### config.mk
export PLATFORM = sky130hd
export DESIGN_NAME = uart_cmd_parser
export DESIGN_NICKNAME = d
export VERILOG_FILES = /design/src/rtl/uart_cmd_parser.sv
export SDC_FILE = /design/constraint.sdc
export NUM_CORES = 1
export LEC_CHECK = 0
export CAP_MARGIN = 20
export CORE_UTILIZATION = 55
export DETAILED_ROUTE_END_ITERATION = 6
export HOLD_SLACK_MARGIN = 0.1
export PLACE_DENSITY = 0.77
export SYNTH_ARGS = -nofsm -noshare
export SYNTH_HDL_FRONTEND = slang
export SYNTH_SLANG_ARGS = --single-unit
### constraint.sdc
create_clock -name clk_in -period 4.4 [get_ports clk_in]
set_input_delay 1.32 -clock clk_in [delete_from_list [all_inputs] [get_ports clk_in]]
set_output_delay 1.32 -clock clk_in [all_outputs]
set_load 0.01 [all_outputs]
### src/rtl/uart_cmd_parser.sv
// UART command parser: frames SYNC/ADDR/DATA_H/DATA_L/CHK byte sequences from the
// receiver into single-cycle config register writes, rejecting bad or stalled frames.
module uart_cmd_parser #(
    parameter logic [7:0]  SYNC_BYTE = 8'hA5,
    parameter int unsigned NUM_REGS  = 4,
    parameter int unsigned ADDR_W    = 2,
    parameter logic [15:0] TIMEOUT   = 16'd4000
) (
    input  logic              clk_in,
    input  logic              reset,
    input  logic [7:0]        rx_byte,
    input  logic              rx_rdy,
    output logic              cfg_we,
    output logic [ADDR_W-1:0] cfg_addr,
    output logic [15:0]       cfg_wdata,
    output logic              frame_err,
    output logic [7:0]        err_cnt,
    output logic              busy
);

    // One bit wider than the address byte so NUM_REGS up to 256 compares cleanly
    localparam logic [8:0] NumRegsW = 9'(NUM_REGS);

    typedef enum logic [2:0] {StIdle, StAddr, StDataH, StDataL, StChk} state_e;

    state_e            state_q, state_d;
    logic              rx_rdy_q;
    logic [7:0]        addr_q, addr_d;
    logic [7:0]        dh_q, dh_d;
    logic [7:0]        dl_q, dl_d;
    logic [15:0]       tmo_q, tmo_d;
    logic              cfg_we_q, cfg_we_d;
    logic [ADDR_W-1:0] cfg_addr_q, cfg_addr_d;
    logic [15:0]       cfg_wdata_q, cfg_wdata_d;
    logic              frame_err_q, frame_err_d;
    logic [7:0]        err_cnt_q, err_cnt_d;

    logic byte_stb;
    logic chk_ok;
    logic timeout_hit;
    logic err_inc;

    assign byte_stb    = rx_rdy & ~rx_rdy_q;
    assign chk_ok      = (rx_byte == (addr_q ^ dh_q ^ dl_q)) && ({1'b0, addr_q} < NumRegsW);
    // A byte arriving in the same cycle as expiry takes priority over the timeout
    assign timeout_hit = (state_q != StIdle) && !byte_stb && (tmo_q == TIMEOUT - 16'd1);

    // State and output registers; rx_rdy_q resets high so a level already up is not a byte
    always_ff @(posedge clk_in) begin
        if (reset) begin
            state_q     <= StIdle;
            rx_rdy_q    <= 1'b1;
            addr_q      <= '0;
            dh_q        <= '0;
            dl_q        <= '0;
            tmo_q       <= '0;
            cfg_we_q    <= 1'b0;
            cfg_addr_q  <= '0;
            cfg_wdata_q <= '0;
            frame_err_q <= 1'b0;
            err_cnt_q   <= '0;
        end else begin
            state_q     <= state_d;
            rx_rdy_q    <= rx_rdy;
            addr_q      <= addr_d;
            dh_q        <= dh_d;
            dl_q        <= dl_d;
            tmo_q       <= tmo_d;
            cfg_we_q    <= cfg_we_d;
            cfg_addr_q  <= cfg_addr_d;
            cfg_wdata_q <= cfg_wdata_d;
            frame_err_q <= frame_err_d;
            err_cnt_q   <= err_cnt_d;
        end
    end

    // Frame sequencing, inter-byte timeout and write/error strobe generation
    always_comb begin
        state_d     = state_q;
        addr_d      = addr_q;
        dh_d        = dh_q;
        dl_d        = dl_q;
        cfg_we_d    = 1'b0;
        cfg_addr_d  = cfg_addr_q;
        cfg_wdata_d = cfg_wdata_q;
        err_inc     = 1'b0;

        if (state_q == StIdle || byte_stb) begin
            tmo_d = '0;
        end else begin
            tmo_d = tmo_q + 16'd1;
        end

        if (byte_stb) begin
            case (state_q)
                StIdle: begin
                    if (rx_byte == SYNC_BYTE) begin
                        state_d = StAddr;
                    end
                end
                StAddr: begin
                    addr_d  = rx_byte;
                    state_d = StDataH;
                end
                StDataH: begin
                    dh_d    = rx_byte;
                    state_d = StDataL;
                end
                StDataL: begin
                    dl_d    = rx_byte;
                    state_d = StChk;
                end
                StChk: begin
                    state_d = StIdle;
                    if (chk_ok) begin
                        cfg_we_d    = 1'b1;
                        cfg_addr_d  = addr_q[ADDR_W-1:0];
                        cfg_wdata_d = {dh_q, dl_q};
                    end else begin
                        err_inc = 1'b1;
                    end
                end
                default: state_d = StIdle;
            endcase
        end else if (timeout_hit) begin
            state_d = StIdle;
            tmo_d   = '0;
            err_inc = 1'b1;
        end

        frame_err_d = err_inc;
        err_cnt_d   = (err_inc && err_cnt_q != 8'hFF) ? err_cnt_q + 8'd1 : err_cnt_q;
    end

    assign cfg_we    = cfg_we_q;
    assign cfg_addr  = cfg_addr_q;
    assign cfg_wdata = cfg_wdata_q;
    assign frame_err = frame_err_q;
    assign err_cnt   = err_cnt_q;
    assign busy      = (state_q != StIdle);

endmodule

==> summary.txt <==
Yosys
  • Post-synth top flop: dfxtp_1
  • Yosys reg bits: 72
  • Synth warn: 0
  • Synth Cell Area: between 3000 and 4000 µm²
  • Largest family of logic cells by synthesized area: simple AND/OR/NAND/NOR gates
  • Compound-gate portion of the synthesized area: 0.04147
  • Yosys cell types: 37
  • Synth cell count leaders: dfxtp_1 (72), nor2_1 (67), mux2i_1 (36)
  • Post-synth top area share: 0.4638
  • Post-Synth Simple-Gate Area: 0.2287
  • Post-synth EDFFs: 0
  • Synth Area in Adders: 0.008052
  • Top cells by area, synth: dfxtp_1 (46%), mux2i_1 (12%), nor2_1 (8.1%)
  • Ys async rst share: 0
  • Syn avg cell area: a little over 9 µm²
  • Syn nets: 351
  • Largest area contributor in the netlist: dfxtp_1
  • Post-synthesis xor/xnor area fraction: 0.1043
  • Multiplexer share of the synthesized area: 0.1268
  • Most common cell in the netlist: dfxtp_1
  • Register area share after synthesis: 0.4638
  • Syn Inst Count: 338

Clock tree
  • Clk Latency, worst-skew pair: 350 ps
  • CTS Sinks: 72
  • CTS max path bufs: 2
  • CTS Hold Buffers Added: 0
  • Htree depth: 3
  • Clock buffer count from CTS: 9
  • Setup Fix Bufs, Post-CTS: 0
  • TritonCTS clock tree: done
  • Clk Tree Root Cell: clkbuf_8
  • # resized after CTS: 0
  • Clock transition at path regs: 70 ps

STA
  • Final Hold Viols: 0
  • Setup_tns: 0 ps
  • Worst-margin pin slew: 666.1 ps
  • RSZ-0062 raised after global routing: false
  • Period utilization: 0.7577
  • Achievable Freq: about 300 MHz
  • Final setup fails: 0
  • Slew HR: 0.5547
  • Clk_skew: 8.162 ps
  • Min Clock Period, post-route: 3334 ps
  • Pins Over Slew Limit: 0

Routing
  • Via-to-Cell Ratio: roughly 5.3
  • Vias: 2395
  • Routed WL: 6109 µm
  • Initial DRT Pass Iterations: 6
  • DR DRC count: 0
  • Detailed Route Iter0 Violations: 108
  • ANT nets after route: 0
  • Routed WL per cell: 13.40 µm

Worst setup path
  • Crit. End Element: register
  • Crit path max-delay family: buffers and inverters
  • Crit path max fanout: 14
  • Worst endpoint data arrival time: 3560 ps
  • CP max stage delay: between 500 and 600 ps
  • FF-to-FF Start: state_q[1]
  • CP Class: input port to register
  • Startpoint Class: input port
  • Worst Path Buf+Inv: 2
  • Worst EP required: 4630 ps
  • CP startpoint: rx_byte[3]
  • Slowest CP cell: clkdlybuf4s50_1
  • CP Cell Sequence: clkdlybuf4s50_1 > xor2_1 > xnor2_1 > nor4_1 > nand3_2 > nor2_4 > buf_4 > mux2i_1 > nor2_1

GRT
  • Initial antenna violation count: 0
  • First-pass GRT wire length: around 10000 µm
  • Largest net degree at the start of global routing: 35
  • Vias in the first global route: 2194
  • Tot GR Track Use: 0.2185
  • GRT Residual Overflow: 0

Power and ir drop
  • VDD IR max: 237.8 µV
  • Pwr per Cell Area: 341.3 nW/µm²
  • Cell leakage power: between 1 and 1.5 nW

Placed design
  • Placed cell count: 440
  • Final GP Congestion: roughly 0.82
  • Sum of net half-perimeters after detailed placement: 4141 µm
  • Port Buffer Count: 39

Die
  • Number of top-level pins: 40
  • Die Y: 77.17 µm
  • Die span in x: 77.17 µm
  • Die ar.: slightly below 6000 µm²
  • Row count: 27
  • Initial Utilization: 0.5679
  • CORE AREA: between 5000 and 6000 µm²

Layout
  • Layout area overhead: 22.02%
  • Final Non-Filler Cells: 456
  • Final nets: 392
  • ANT cells: 0
  • Layout cells sized above 1: 0.08333

Outcome
  • Status: complete, no violations

Hold path
  • Hold path startpoint: tmo_q[0]
  • Min-Delay Path Class: register to register

Job
  • Max-cap violations: 0
==> routing by layer <==
metal  vias up  wire length (µm)  global-route usage
li1       1220                 -                   -
met1      1121              2863              0.2674
met2        43              2932              0.3619
met3        11               214             0.06071
met4         0                98             0.08491
met5         -                 0                   0
==> sequential cells by signal (all words and copies together), names as in the netlist <==
name,count
rx_rdy_q,1
tmo_q,16
cfg_addr,2
frame_err,1
dl_q,8
state_q,3
addr_q,8
err_cnt,8
cfg_wdata,16
cfg_we,1
dh_q,8
==> per-stage QoR <==
step	utilization	hold WS (ps)	power [mW]	cell area, µm²	setup WS (ps)
detailed placement	0.6491	458.5	0.7033	3552	710.0
finish	0.6930	468.8	1.294	3792	1066
floorplan	-	429.7	0.6849	3108	1483
global placement	0.6491	449.5	0.7033	3552	763.4
CTS	0.6930	475.8	1.307	3792	1060
global route	0.6930	505.9	1.334	3792	891.9
==> where the power goes <==
part / switching [mW] / internal, mW / leakage, nW
clock: 0.240 / 0.365 / 0.115
combinational: 0.0217 / 0.0152 / 0.626
sequential: 0.000191 / 0.652 / 0.580
total: 0.262 / 1.03 / 1.32
==> worst paths after layout <==
kind	to	slack, ps	cells past startpoint
hold reg to reg	tmo_q[0]	470	1
setup / recovery	cfg_addr[1]	1070	9
setup reg to reg	err_cnt[7]	2030	6
hold / removal	tmo_q[0]	470	1
==> cell families after synthesis <==
group,count (synthesis)
adders and majority gates,2
and+or+nand+nor,149
xor gates and xnor gates,37
buffers and inverters,19
muxes,39
DFF,72
AOI/OAI and AO/OA,20
==> placed cells by master, fill, tap and decap left out, types with 2 or more instances in the layout <==
cell type,count
nand4_1,5
clkbuf_8,12
nor3_1,9
a21oi_1,12
clkinvlp_4,2
and3_1,3
mux2i_1,36
nand2b_1,4
nand3_1,19
nor2b_1,4
inv_1,6
bufinv_16,2
xnor2_1,22
or4_1,2
nor4_1,5
nand2_1,20
xor2_1,15
or3_1,3
o21ai_0,3
ha_1,2
buf_4,4
nor2_1,67
dfxtp_1,72
mux2_2,3
clkdlybuf4s50_1,38
==> layout make-up <==
class | count | area (µm²)
well taps | 72 | 90.09
inverters | 6 | 22.52
fillers | 452 | 1680
flip-flops and latches | 72 | 1441
multi-input cells | 247 | 1583
clock inverters | 4 | 75.07
clock buffers | 12 | 165.2
repair buffers | 43 | 415.4
Power figures use the tool's default switching activity.
